--- src/rtl/regfile_write_arbiter.sv ---
// Round-robin arbiter for the single write port of the 32 x 32 register file.
// Each of the two requesters has a one-entry holding buffer; the write port outputs are registered.
module regfile_write_arbiter #(
    parameter int DATA_WIDTH = 32,
    parameter int ADDR_WIDTH = 5
) (
    input  logic                  clk,
    input  logic                  rst_n,
    input  logic                  a_valid,
    output logic                  a_ready,
    input  logic [ADDR_WIDTH-1:0] a_addr,
    input  logic [DATA_WIDTH-1:0] a_data,
    input  logic                  b_valid,
    output logic                  b_ready,
    input  logic [ADDR_WIDTH-1:0] b_addr,
    input  logic [DATA_WIDTH-1:0] b_data,
    output logic                  wrenable,
    output logic [ADDR_WIDTH-1:0] wraddr,
    output logic [DATA_WIDTH-1:0] wrdata,
    output logic                  last_grant,
    output logic                  busy
);

    // Handshake: a request transfers on any posedge where x_valid & x_ready.
    // x_ready depends only on buffer state and last_grant, never on any valid.
    logic                  full_a_q, full_a_d, full_b_q, full_b_d;
    logic [ADDR_WIDTH-1:0] addr_a_q, addr_a_d, addr_b_q, addr_b_d;
    logic [DATA_WIDTH-1:0] data_a_q, data_a_d, data_b_q, data_b_d;
    logic                  last_grant_q, last_grant_d;
    logic                  wrenable_q, wrenable_d;
    logic [ADDR_WIDTH-1:0] wraddr_q, wraddr_d;
    logic [DATA_WIDTH-1:0] wrdata_q, wrdata_d;
    logic                  grant_a, grant_b, accept_a, accept_b;

    always_comb begin
        // When both buffers are full, the requester that did not win last time goes next.
        grant_a  = full_a_q & (~full_b_q | last_grant_q);
        grant_b  = full_b_q & (~full_a_q | ~last_grant_q);
        a_ready  = ~full_a_q | grant_a;
        b_ready  = ~full_b_q | grant_b;
        accept_a = a_valid & a_ready;
        accept_b = b_valid & b_ready;

        full_a_d = accept_a | (full_a_q & ~grant_a);
        full_b_d = accept_b | (full_b_q & ~grant_b);
        addr_a_d = accept_a ? a_addr : addr_a_q;
        data_a_d = accept_a ? a_data : data_a_q;
        addr_b_d = accept_b ? b_addr : addr_b_q;
        data_b_d = accept_b ? b_data : data_b_q;

        last_grant_d = last_grant_q;
        wrenable_d   = 1'b0;
        wraddr_d     = wraddr_q;
        wrdata_d     = wrdata_q;
        // Register 0 is hardwired to zero: the slot is used but no write is issued.
        if (grant_a) begin
            last_grant_d = 1'b0;
            wrenable_d   = (addr_a_q != '0);
            wraddr_d     = addr_a_q;
            wrdata_d     = data_a_q;
        end else if (grant_b) begin
            last_grant_d = 1'b1;
            wrenable_d   = (addr_b_q != '0);
            wraddr_d     = addr_b_q;
            wrdata_d     = data_b_q;
        end
    end

    always_ff @(posedge clk or negedge rst_n) begin
        if (!rst_n) begin
            full_a_q     <= 1'b0;
            full_b_q     <= 1'b0;
            addr_a_q     <= '0;
            data_a_q     <= '0;
            addr_b_q     <= '0;
            data_b_q     <= '0;
            last_grant_q <= 1'b1;
            wrenable_q   <= 1'b0;
            wraddr_q     <= '0;
            wrdata_q     <= '0;
        end else begin
            full_a_q     <= full_a_d;
            full_b_q     <= full_b_d;
            addr_a_q     <= addr_a_d;
            data_a_q     <= data_a_d;
            addr_b_q     <= addr_b_d;
            data_b_q     <= data_b_d;
            last_grant_q <= last_grant_d;
            wrenable_q   <= wrenable_d;
            wraddr_q     <= wraddr_d;
            wrdata_q     <= wrdata_d;
        end
    end

    assign wrenable   = wrenable_q;
    assign wraddr     = wraddr_q;
    assign wrdata     = wrdata_q;
    assign last_grant = last_grant_q;
    assign busy       = full_a_q | full_b_q;

endmodule

--- config.mk ---
export PLATFORM = sky130hd
export DESIGN_NAME = regfile_write_arbiter
export DESIGN_NICKNAME = d
export VERILOG_FILES = /design/src/rtl/regfile_write_arbiter.sv
export SDC_FILE = /design/constraint.sdc
export NUM_CORES = 1
export LEC_CHECK = 0
export BUFFER_PORTS_ARGS = -buffer_cell sky130_fd_sc_hd__buf_2
export CORE_AREA = 5 5 119 121
export DETAILED_ROUTE_END_ITERATION = 10
export DIE_AREA = 0 0 124 126
export PLACE_DENSITY = 0.68
export SETUP_SLACK_MARGIN = 0.1
export SYNTH_ARGS = -nofsm -noshare
export SYNTH_HDL_FRONTEND = slang
export SYNTH_SLANG_ARGS = --single-unit
export TNS_END_PERCENT = 30
--- constraint.sdc ---
create_clock -name clk -period 1.3 [get_ports clk]
set_input_delay 0.26 -clock clk [delete_from_list [all_inputs] [get_ports clk]]
set_output_delay 0.26 -clock clk [all_outputs]
set_load 0.005 [all_outputs]
**Yosys cells after proc, flatten, opt, wreduce, memory -nomap -nowiden**

Cells that the tools add are included.

- Bits in registers: 115
- Output and inout port bits: 42

- Multiplexer cells: 8
- Bitwise gates (word level): 18
- Reduce and logical (&&, ||, !) cells: 3

Operators with widths:

| cell | count |
|---|---|
| 32-bit two-way mux | 2 |
| 5-bit two-way mux | 2 |
| 5-bit nonzero test | 2 |
| 1-bit OR | 7 |
| 1-bit bitwise AND | 6 |
| 1-bit inverter | 5 |
| 1-bit two-way mux | 4 |
| 2-bit nonzero test | 1 |

**Logic depth before layout (Yosys ltp)**

- Word-level depth: 6
- Gate-level depth with buffers: 7
- Mapped depth without buffers: 3

**Worst setup path after synthesis**

Ideal clock, no wire load.

- Path kind: reg2reg
- Start: register last_grant_q, in the netlist last_grant
- End: register data_b_q[10]
- Library setup time: 0.125 ns
- Data arrival time: 1.372 ns
- Required time: 1.175 ns
- Setup slack: -0.197 ns
- Stages on the path, launching flop included: 5
- Buffers on the path: 1
- Clock period less this slack: 1.497 ns
- Cells stage by stage: dfstp_2 nand3_2 nand2_2 buf_6 mux2_2

- Longest elaborated chain between the ends: 5

Ends and longest elaborated chain:

| element | RTL line | text |
|---|---|---|
| start: declaration | 29 | `logic last_grant_q, last_grant_d;` |
| start signal: assignment | 88 | `last_grant_q <= last_grant_d;` |
| 1-bit inverter | 38 | `grant_b = full_b_q & (~full_a_q \| ~last_grant_q);` |
| 1-bit OR | 38 |  |
| 1-bit bitwise AND | 38 |  |
| 1-bit OR | 40 | `b_ready = ~full_b_q \| grant_b;` |
| named net b_ready | 14 | `output logic b_ready,` |
| 1-bit bitwise AND | 42 | `accept_b = b_valid & b_ready;` |
| end signal: assignment | 87 | `data_b_q <= data_b_d;` |
| end: declaration | 28 | `logic [DATA_WIDTH-1:0] data_a_q, data_a_d, data_b_q, data_b_d;` |

The timed path passes the listed nets, and every way through them passes these cells.
A chain may end at the register's enable or synchronous reset.

**Final worst setup path**

- Start: register last_grant_q, in the netlist last_grant
- End: output port a_ready

- Longest elaborated chain between the ends: 3

Ends and longest elaborated chain:

| element | RTL line | text |
|---|---|---|
| 1-bit OR | 37 | `grant_a = full_a_q & (~full_b_q \| last_grant_q);` |
| 1-bit bitwise AND | 37 |  |
| 1-bit OR | 39 | `a_ready = ~full_a_q \| grant_a;` |
| end: declaration | 10 | `output logic a_ready,` |

Every way passes these cells.

==> impl_results.md <==
* Placement-stage cell area at between 6000 and 7000 µm²
* Status: finished, violations left
* Failing checks: negative setup slack
* Placer Congestion at 0.775
* Proportion of layout cells with a drive suffix above 1 at 0.658
* Top post-synthesis cells by area: dfrtp_1 57%, mux2_2 18%, mux2_4 8.9%
* Max_slew headroom at 0.735
* Commonest non-fill, non-tap cell in the layout: buf_2
* Die Y at 126 µm
* CP Data Required Time at around 1.0 ns
* Final Routed Wirelength at 13900 µm
* Hold depth at 2
* DPL Wire Length at ~8600 µm
* Die area at approximately 16000 µm²
* Leakage at 3.52 nW
* Worst hold-check path type: primary input to register
* HP Start: b_data[15]
* Fmax at around 630 MHz
* Area leader, netlist: dfrtp_1
* Final Hold Viols at 0
* Mapped Area at just over 5000 µm²
* Hold WS at 0.0733 ns
* Placed cell count at 676
* DR pass1 iterations at 4
* Mean number of vias per cell at 4.90
* CTS tree: yes
* Synth Warn # at 0
* Fin util at 0.580
* First-pass GRT wire length at 21300 µm
* Power, Total at between 15 and 20 mW
* PortBufs at between 100 and 150
* Worst-path maximum fanout at 3
* Area of the core at 13000 µm²
* Worst Hold Endpoint: data_b_q[15]$_DFFE_PN0P_
* I/O pins at 120
* Syn_nets at approximately 460
* Worst-Margin Slew at 0.397 ns
* Max-Cap Viols at 0
* Starting density of the core at 0.388
* Sequential area share after synthesis at 0.571
* Total GRT Usage at 0.179
* Worst R2R End: data_a_q[5]$_DFFE_PN0P_
* Final #Nets at approximately 630
* Clock slew seen by the registers of the worst setup and hold paths at approximately 0.06 ns
* R2r setup slk at -0.27 ns
* Shortest period the worst path allows at 1.58 ns
* Antenna violations before repair at 1
* Maximum vdd drop at approximately 1000 µV
* Yosys cell types at 24
* Share of the synthesized area in the top cell type at 0.566
* Number of DRC markers in iteration 0 at roughly 120
* Layout filler cell count at ~1100
* Sink Count at roughly 120
* Drt drc at 0
* Post-Syn Instances at 377
* Crit path launch: last_grant$_DFFE_PN1P_
* Fin cells at 738
* Setup-failing EPs final at between 100 and 150
* Clk buf depth at 2
* Worst Path Arrival at between 1 and 1.5 ns
* Critical path type: register to primary output
* Die W at ~120 µm
* Row count at between 40 and 50
* Final Cell Area at 7520 µm²
* Latest clock arrival within the worst-skew pair at 0.41 ns
* Pins over their slew limit at 0
* Mean Syn Cell Area at 13.4 µm²
* Grt ovf at 0
* Setup crit start kind: register
* Number of global-route vias before repair at 3994
* Fin worst setup slack at -0.278 ns
* Num CTS Buffers at 17
* Vias at around 3600
* Path depth of the worst reg2reg path at 5
* Clock Root Buffer: clkbuf_16
* Yosys reg bits at around 120
* WL/cell at ~19 µm
* RSZ-0062 raised after global routing: yes
* Htree depth at 4
* Clock skew after layout at roughly 0.010 ns
* Worst Setup End Kind: primary output
* Most frequent cells in the layout: 114 x buf_2, 112 x dfrtp_1, 68 x mux2_4, 43 x mux2_2, 36 x nor2_1
* Pwr Density at between 2000 and 2500 nW/µm²
* Largest net degree at the start of global routing at 39
* Post-route ant nets at 0
* Part of the cycle the worst path needs at 1.21
* Worst r2r src: last_grant$_DFFE_PN1P_
* Syn-to-layout area delta at 49.3%
[synth_stat cells, drive strengths merged]
cell type,number
a21bo,1
buf,20
clkbuf,4
dfrtp,114
dfstp,1
inv,1
mux2,111
nand2,3
nand2b,2
nand3,1
nand3b,1
nor2,75
o21a,1
o21ai,1
o221ai,1
o22ai,37
or2,1
or4,2
[area by class of cell]
type                    instances  area, µm²  share of cell area
inverters                       1       3.75            0.000499
well taps                     176        220              0.0293
flip-flops and latches        115       2880               0.383
diodes                          1       2.50            0.000333
repair buffers                176       1460               0.195
clock buffers                  17        425              0.0566
clock inverters                15        159              0.0211
multi-input cells             237       2370               0.315
[layer usage]
| metal | GRT usage | wire length, µm | up-vias |
|---|---|---|---|
| met2 | 0.290 | 6970 | 95 |
| met4 | 0.0561 | 137 | 0 |
| li1 | - | - | 1693 |
| met1 | 0.229 | 6080 | 1815 |
| met5 | 0 | 0 | - |
| met3 | 0.0538 | 754 | 10 |
[power breakdown]
group | internal [mW] | switching, mW | total, mW
clock | 2.83 | 1.77 | 4.60
combinational | 3.66 | 2.52 | 6.19
sequential | 4.84 | 0.898 | 5.74
total | 11.3 | 5.19 | 16.5
[cells by family after synthesis]
group	Yosys count	share of synthesized area
flip-flops	115	0.571
AND/OR/NAND/NOR	85	0.0728
multiplexers	111	0.270
AO/OA/AOI/OAI	41	0.0521
buffers and inverters	25	0.0333
[sequential cells by signal, summed over array words and instances, names as in the netlist]
| signal | flops |
|---|---|
| wrenable | 1 |
| data_a_q | 32 |
| full_b_q | 1 |
| last_grant | 1 |
| full_a_q | 1 |
| wraddr | 5 |
| wrdata | 32 |
| addr_b_q | 5 |
| addr_a_q | 5 |
| data_b_q | 32 |
[worst max-delay path: stages (launching register included)]
cell	delay (ns)
dfstp_2	0.57
nand3b_4	0.15
buf_6	0.10
buf_6	0.09
[how the worst max path moves through the flow]
stage	slack [ns]	cells after the start	end
after detailed placement	-0.15	4	addr_b_q[4]$_DFFE_PN0P_
after CTS	-0.30	3	a_ready
final	-0.28	3	a_ready
after floorplan	-0.13	4	addr_a_q[0]$_DFFE_PN0P_
after global placement	-0.12	5	wrdata[20]$_DFFE_PN0P_
after global routing	-0.32	3	a_ready
[repair_timing]
item                                    4_1_cts  5_1_grt
buffers inserted                             13        6
cloned                                        5        5
hold buffers                                  1        0
pin swaps                                    22       28
endpoints found under the setup margin      134      151
gates resized for setup                      62       48
endpoints found under the hold margin        20        0
[per-stage QoR]
step           setup TNS, ns  worst slack [ns]
6_report              -23.77            -0.278
3_5_place_dp          -11.77            -0.154
3_3_place_gp           -8.91            -0.122
4_1_cts               -21.67            -0.296
5_1_grt               -28.64            -0.319
2_1_floorplan          -6.89            -0.128
Power figures use the tool's default switching activity.
